**src/rtl/tx_arbiter.sv**
```systemverilog
// Round-robin scheduler sharing one serial byte transmitter between NUM_REQ sources.
// Optional feature: define TX_ARB_TIMEOUT_EN for the baud-tick watchdog driving err.
module tx_arbiter #(
  parameter int NUM_REQ       = 4,
  parameter int BAUD_DIV      = 5208,
  parameter int TIMEOUT_TICKS = 16
) (
  input  logic                 clk,
  input  logic                 rst_n,
  input  logic [NUM_REQ-1:0]   req,
  input  logic [8*NUM_REQ-1:0] req_data,
  output logic [NUM_REQ-1:0]   ack,
  output logic                 busy,
  output logic [2:0]           grant_id,
  output logic                 baud_tick,
  output logic                 tx_start,
  output logic [7:0]           tx_data,
  input  logic                 tx_finish,
  output logic                 err
);

  localparam int CW = $clog2(BAUD_DIV);

  if (NUM_REQ < 2 || NUM_REQ > 8 || BAUD_DIV < 2 || TIMEOUT_TICKS < 1) begin : g_param_check
    $error("tx_arbiter: parameter out of range");
  end

  typedef enum logic [2:0] {
    S_IDLE,
    S_GRANT,
    S_WAIT_ACC,
    S_WAIT_DONE,
    S_ACK
  } state_t;

  state_t              state;
  logic [CW-1:0]       baud_cnt;
  logic                tick_d;
  logic                timeout;

  logic                hi_found, lo_found, pick_found;
  logic [2:0]          hi_id, lo_id, pick_id;
  logic [7:0]          hi_data, lo_data, pick_data;
  logic [NUM_REQ-1:0]  grant_onehot;

  // Free-running divider; baud_tick is registered so it is high exactly
  // while baud_cnt sits at BAUD_DIV-1.
  // NOTE: all sequential state uses non-blocking assignments so every register
  // samples the pre-edge values of the others, independent of block ordering.
  always_ff @(posedge clk or negedge rst_n) begin
    if (!rst_n) begin
      baud_cnt  <= '0;
      baud_tick <= 1'b0;
      tick_d    <= 1'b0;
    end else begin
      baud_cnt  <= (baud_cnt == CW'(BAUD_DIV - 1)) ? '0 : baud_cnt + 1'b1;
      baud_tick <= (baud_cnt == CW'(BAUD_DIV - 2));
      tick_d    <= baud_tick;
    end
  end

  // Round-robin pick: lowest requester above grant_id wins, otherwise the lowest
  // at or below it. Descending scan so the last hit is the lowest index.
  // NOTE: every always_comb output gets a default first, so no path infers a latch.
  always_comb begin
    hi_found     = 1'b0;
    lo_found     = 1'b0;
    hi_id        = '0;
    lo_id        = '0;
    hi_data      = '0;
    lo_data      = '0;
    grant_onehot = '0;
    for (int i = NUM_REQ - 1; i >= 0; i--) begin
      if (req[i]) begin
        if (3'(i) > grant_id) begin
          hi_found = 1'b1;
          hi_id    = 3'(i);
          hi_data  = req_data[8*i +: 8];
        end else begin
          lo_found = 1'b1;
          lo_id    = 3'(i);
          lo_data  = req_data[8*i +: 8];
        end
      end
      if (3'(i) == grant_id) grant_onehot[i] = 1'b1;
    end
    pick_found = hi_found | lo_found;
    pick_id    = hi_found ? hi_id   : lo_id;
    pick_data  = hi_found ? hi_data : lo_data;
  end

  always_ff @(posedge clk or negedge rst_n) begin
    if (!rst_n) begin
      state    <= S_IDLE;
      busy     <= 1'b0;
      grant_id <= 3'(NUM_REQ - 1);
      tx_start <= 1'b0;
      tx_data  <= '0;
      ack      <= '0;
    end else begin
      case (state)
        S_IDLE: begin
          if (pick_found) begin
            grant_id <= pick_id;
            tx_data  <= pick_data;
            busy     <= 1'b1;
            state    <= S_GRANT;
          end
        end
        S_GRANT: begin
          tx_start <= 1'b1;
          state    <= S_WAIT_ACC;
        end
        S_WAIT_ACC: begin
          if (timeout) begin
            tx_start <= 1'b0;
            ack      <= grant_onehot;
            state    <= S_ACK;
          end else if (tick_d && !tx_finish) begin
            // Transmitter sampled isStart on the tick and dropped isFinish.
            tx_start <= 1'b0;
            state    <= S_WAIT_DONE;
          end
        end
        S_WAIT_DONE: begin
          if (tx_finish || timeout) begin
            tx_start <= 1'b0;
            ack      <= grant_onehot;
            state    <= S_ACK;
          end
        end
        S_ACK: begin
          busy  <= 1'b0;
          ack   <= '0;
          state <= S_IDLE;
        end
        default: state <= S_IDLE;
      endcase
    end
  end

`ifdef TX_ARB_TIMEOUT_EN
  localparam int TW = $clog2(TIMEOUT_TICKS + 1);

  logic [TW-1:0] to_cnt;
  logic          waiting;

  assign waiting = (state == S_WAIT_ACC) || (state == S_WAIT_DONE);
  assign timeout = waiting && baud_tick && (to_cnt == TW'(TIMEOUT_TICKS - 1));

  // Watchdog spans acceptance and the frame itself; restarted at every grant.
  always_ff @(posedge clk or negedge rst_n) begin
    if (!rst_n) begin
      to_cnt <= '0;
      err    <= 1'b0;
    end else begin
      if (state == S_GRANT) begin
        to_cnt <= '0;
      end else if (waiting && baud_tick) begin
        to_cnt <= to_cnt + 1'b1;
      end
      if (timeout) err <= 1'b1;
    end
  end
`else
  assign timeout = 1'b0;
  assign err     = 1'b0;
`endif

endmodule

```
**config.mk**
```make
export PLATFORM = sky130hd
export DESIGN_NAME = tx_arbiter
export DESIGN_NICKNAME = d
export VERILOG_FILES = /design/src/rtl/tx_arbiter.sv
export SDC_FILE = /design/constraint.sdc
export NUM_CORES = 1
export LEC_CHECK = 0
export ABC_CLOCK_PERIOD_IN_PS = 5550
export CORE_MARGIN = 8
export CORE_UTILIZATION = 52
export DETAILED_ROUTE_END_ITERATION = 10
export GPL_TIMING_DRIVEN = 1
export PLACE_DENSITY = 0.9
export SLEW_MARGIN = 20
export SYNTH_ARGS = -nofsm -noshare
export SYNTH_HDL_FRONTEND = slang
export SYNTH_SLANG_ARGS = --single-unit
```
**constraint.sdc**
```tcl
create_clock -name clk -period 5.55 [get_ports clk]
set_clock_uncertainty 0.2 [all_clocks]
set_input_delay 1.11 -clock clk [delete_from_list [all_inputs] [get_ports clk]]
set_output_delay 1.11 -clock clk [all_outputs]
set_load 0.005 [all_outputs]
```
==> impl_metrics.prom <==
# TYPE chip_impl_metric gauge
chip_impl_info{name="outcome",value="finished clean"} 1
chip_impl_metric{name="synthDominantCellAreaShare",unit="%"} 38.76
chip_impl_metric{name="portion_of_total_power_attributed_to_combinational_logic",unit="%"} 17.8
chip_impl_info{name="endpoint_of_the_worst_slack_reg_to_reg_timing_path",value="tx_data[4]"} 1
chip_impl_metric{name="synth.lib_cells_used.distinct",unit=""} 43
chip_impl_metric{name="ys_seq_elements",unit=""} 34
chip_impl_metric{name="finalNonFillerCells",unit=""} 344
chip_impl_metric{name="syn_area",unit="um^2"} 2066
chip_impl_metric{name="area.growth.synth_to_final",unit="%"} 31.01
chip_impl_metric{name="vias_per_cell",unit=""} 5.892
chip_impl_metric{name="post_cts_resize_count",unit=""} 0
chip_impl_metric{name="die_w",unit="um"} 79.03
chip_impl_metric{name="cts.reportedPaths.clkPinSlew",unit="ns"} 0.07
chip_impl_metric{name="overflow",unit=""} 0
chip_impl_metric{name="required",unit="ns"} 5.50
chip_impl_metric{name="ioPinCount",unit=""} 58
chip_impl_info{name="min_from",value="baud_tick"} 1
chip_impl_metric{name="port-buffer-count",unit=""} 55
chip_impl_metric{name="route.final.wire_length",unit="um"} 5686
chip_impl_metric{name="worstPathMaxFanout",unit=""} 15
chip_impl_metric{name="rows",unit=""} 23
chip_impl_metric{name="numClockSinks",unit=""} 34
chip_impl_metric{name="dp_cells",unit=""} 336
chip_impl_metric{name="grt_start_max_net_pins",unit=""} 35
chip_impl_metric{name="design_power_total",unit="uW"} 550.1
chip_impl_metric{name="grt_first_pass_wirelength",unit="um"} 9204
chip_impl_metric{name="synth_sequential_area_ratio",unit="%"} 41.31
chip_impl_metric{name="syn_avg_cell_area",unit="um^2"} 8.501
chip_impl_metric{name="reg2regPathDepth",unit=""} 5
chip_impl_metric{name="setup_failing_eps_final",unit=""} 0
chip_impl_info{name="ys_top_cells_by_count",value="sky130_fd_sc_hd__dfrtp_1 (32), sky130_fd_sc_hd__nand2_1 (28), sky130_fd_sc_hd__nor2_1 (26)"} 1
chip_impl_info{name="synth.largest_area_cell",value="sky130_fd_sc_hd__dfrtp_1"} 1
chip_impl_info{name="worst_hold_path.endpoint",value="tick_d"} 1
chip_impl_metric{name="final.period_utilization",unit="%"} 60.04
chip_impl_metric{name="initial_utilization",unit="%"} 52.78
chip_impl_metric{name="place.detailed.hpwl",unit="um"} 4158
chip_impl_metric{name="post-place-ws",unit="ns"} 1.972
chip_impl_metric{name="first_pass_iters",unit=""} 4
chip_impl_metric{name="finalWorstSetupSlack",unit="ns"} 2.218
chip_impl_metric{name="die_area",unit="um^2"} 6246
chip_impl_metric{name="gpl.final_weighted_congestion",unit=""} 0.8963
chip_impl_metric{name="grt_pass1_vias",unit=""} 1905
chip_impl_info{name="synth_top_cells_by_area",value="sky130_fd_sc_hd__dfrtp_1 (39%), sky130_fd_sc_hd__nand2_1 (5.1%), sky130_fd_sc_hd__nor2_1 (4.7%)"} 1
chip_impl_metric{name="clockBufferDepth",unit=""} 2
chip_impl_metric{name="die_h",unit="um"} 79.03
chip_impl_metric{name="setup-tns-final",unit="ns"} 0
chip_impl_metric{name="fmax",unit="MHz"} 300.1
chip_impl_metric{name="switching_power",unit="uW"} 144.3
chip_impl_metric{name="tritoncts.num_buffers",unit=""} 5
chip_impl_metric{name="cp.arrival",unit="ns"} 3.28
chip_impl_info{name="clock_tree.root_cell",value="sky130_fd_sc_hd__clkbuf_8"} 1
chip_impl_metric{name="total_leakage_power",unit="nW"} 1.122
chip_impl_metric{name="post_cts_hold_buffer_count",unit=""} 0
chip_impl_info{name="regToRegStartpoint",value="grant_id[1]"} 1
chip_impl_metric{name="dr_total_vias",unit=""} 2027
chip_impl_metric{name="synth-edff-count",unit=""} 0
chip_impl_metric{name="postSynth.asyncResetShare",unit="%"} 100.0
chip_impl_metric{name="drt_first_iter_violations",unit=""} 340
chip_impl_metric{name="hold_viol_final",unit=""} 0
chip_impl_metric{name="finish.net_count",unit=""} 334
chip_impl_metric{name="p_int",unit="uW"} 405.8
chip_impl_metric{name="cts_setup_buffers",unit=""} 0
chip_impl_info{name="ws_path_type",value="in -> reg"} 1
chip_impl_metric{name="nFillCells",unit=""} 330
chip_impl_info{name="worst_setup_path_start_kind",value="primary input"} 1
chip_impl_metric{name="seq_power_share",unit="%"} 47.6
chip_impl_metric{name="power_density_normalized_to_cell_area",unit="nW/um^2"} 203.3
chip_impl_metric{name="min_path_cells",unit=""} 0
chip_impl_metric{name="insertedDiodeCount",unit=""} 0
chip_impl_metric{name="ys.warnings.count",unit=""} 0
chip_impl_info{name="cts_tree",value="done"} 1
chip_impl_metric{name="clock_latency",unit="ns"} 0.29
chip_impl_metric{name="drive_gt1_share",unit="%"} 4.082
chip_impl_metric{name="period_needed",unit="ns"} 3.332
chip_impl_metric{name="htree_levels",unit=""} 2
chip_impl_info{name="holdCritPathClass",value="reg -> reg"} 1
chip_impl_metric{name="p_clk_share",unit="%"} 34.6
chip_impl_metric{name="maxSlewHeadroom",unit="%"} 45.41
chip_impl_metric{name="r2r_slack",unit="ns"} 3.06
chip_impl_metric{name="fin_hold_ws",unit="ns"} 0.1939
chip_impl_info{name="worst_setup_path_end_kind",value="register"} 1
chip_impl_metric{name="power.share.switching",unit="%"} 26.24
chip_impl_info{name="yosys_most_used_dff",value="sky130_fd_sc_hd__dfrtp_1"} 1
chip_impl_metric{name="drc",unit=""} 0
chip_impl_metric{name="placeableCoreArea",unit="um^2"} 3914
chip_impl_info{name="grt_setup_unrepaired",value="no"} 1
chip_impl_metric{name="vdd.ir_drop.worst",unit="uV"} 173.6
chip_impl_metric{name="antenna_violating_nets_post_route",unit=""} 0
chip_impl_metric{name="final_max_slew_viol_count",unit=""} 0
chip_impl_metric{name="count_of_mapped_cells_out_of_synthesis",unit=""} 243
chip_impl_metric{name="groute.usage.overall",unit="%"} 18.21
chip_impl_metric{name="timing.max_cap.violations",unit=""} 0
chip_impl_metric{name="grt_antenna_before_repair",unit=""} 0
chip_impl_metric{name="detail_route.wl_per_cell",unit="um"} 16.53
chip_impl_info{name="yosys.cell_count.top_type",value="sky130_fd_sc_hd__dfrtp_1"} 1
chip_impl_metric{name="max_slew.worst_pin.slew",unit="ns"} 0.8172
-- sequential cells by signal (all words and copies together) (netlist names) --
name,count
ack,4
baud_cnt,13
baud_tick,1
busy,1
grant_id,2
state,3
tick_d,1
tx_data,8
tx_start,1
-- cell type report --
| class | instances | area (um^2) | area share [%] |
|---|---|---|---|
| Multi-Input combinational cell | 188 | 1111 | 41.05 |
| Sequential cell | 34 | 853.3 | 31.53 |
| Timing Repair Buffer | 56 | 558.0 | 20.62 |
| Clock buffer | 7 | 86.33 | 3.190 |
| Tap cell | 50 | 62.56 | 2.312 |
| Inverter | 8 | 30.03 | 1.110 |
| Clock inverter | 1 | 5.005 | 0.1849 |
-- metrics by stage --
stage          cell area, um^2  util [%]
6_report                  2706     69.15
4_1_cts                   2706     69.15
3_3_place_gp              2615     66.82
5_1_grt                   2706     69.15
3_5_place_dp              2615     66.82
2_1_floorplan             2069         -
-- metal layers --
layer	wire, um	GRT usage [%]	part of all wire [%]	vias to the layer above
li1	-	-	-	974
met1	2358	22.77	41	946
met2	2728	29.66	48	94
met3	495	5.192	8.7	13
met4	104	5.556	1.8	0
met5	0	0	0	-
-- how the worst max path moves through the flow --
stage                start         end  slack, ns  cells past startpoint
floorplan           req[3]  tx_data[1]       2.94                      7
global placement    req[2]  tx_data[7]       2.07                      6
detailed placement  req[2]  tx_data[4]       1.97                      6
CTS                 req[2]  tx_data[4]       2.25                      6
global route        req[2]  tx_data[4]       2.06                      6
finish              req[2]  tx_data[4]       2.22                      6
-- cell families (layout without fill, tap and decap cells) --
kind of cell | after synthesis | after routing | share of synthesized area (%)
compound gates | 73 | 73 | 23.08
xor+xnor | 10 | 10 | 4.240
fa+ha+maj | 2 | 2 | 1.211
buf+inv | 22 | 72 | 5.088
flops | 34 | 34 | 41.31
mux | 3 | 3 | 1.454
other cells | 1 | 2 | 0.1815
simple gates | 98 | 98 | 23.44
-- cells in the final DEF, fill, tap and decap left out, types with 6 or more instances in the layout --
cell                               n
sky130_fd_sc_hd__nand3_1          13
sky130_fd_sc_hd__inv_1             8
sky130_fd_sc_hd__nor2_1           26
sky130_fd_sc_hd__a21oi_1          17
sky130_fd_sc_hd__dfrtp_1          32
sky130_fd_sc_hd__a31oi_1          14
sky130_fd_sc_hd__nand2_1          28
sky130_fd_sc_hd__clkdlybuf4s50_1  55
sky130_fd_sc_hd__o21ai_0          14
sky130_fd_sc_hd__clkbuf_8          6
-- power groups by stage --
| stage | logic, mW | clock network, mW | registers, mW |
|---|---|---|---|
| after floorplan | 0.0496 | 0 | 0.261 |
| after global placement | 0.0951 | 0 | 0.266 |
| after detailed placement | 0.0966 | 0 | 0.266 |
| after CTS | 0.0973 | 0.191 | 0.262 |
| after global routing | 0.106 | 0.206 | 0.263 |
| final | 0.0978 | 0.190 | 0.262 |
-- critical path: stages --
cell                              delay [ns]
sky130_fd_sc_hd__clkdlybuf4s50_1        0.79
sky130_fd_sc_hd__nor2_1                 0.17
sky130_fd_sc_hd__nand3_1                0.15
sky130_fd_sc_hd__nor2b_1                0.67
sky130_fd_sc_hd__and2_1                 0.29
sky130_fd_sc_hd__a211oi_1               0.09
Power figures use the tool's default switching activity.
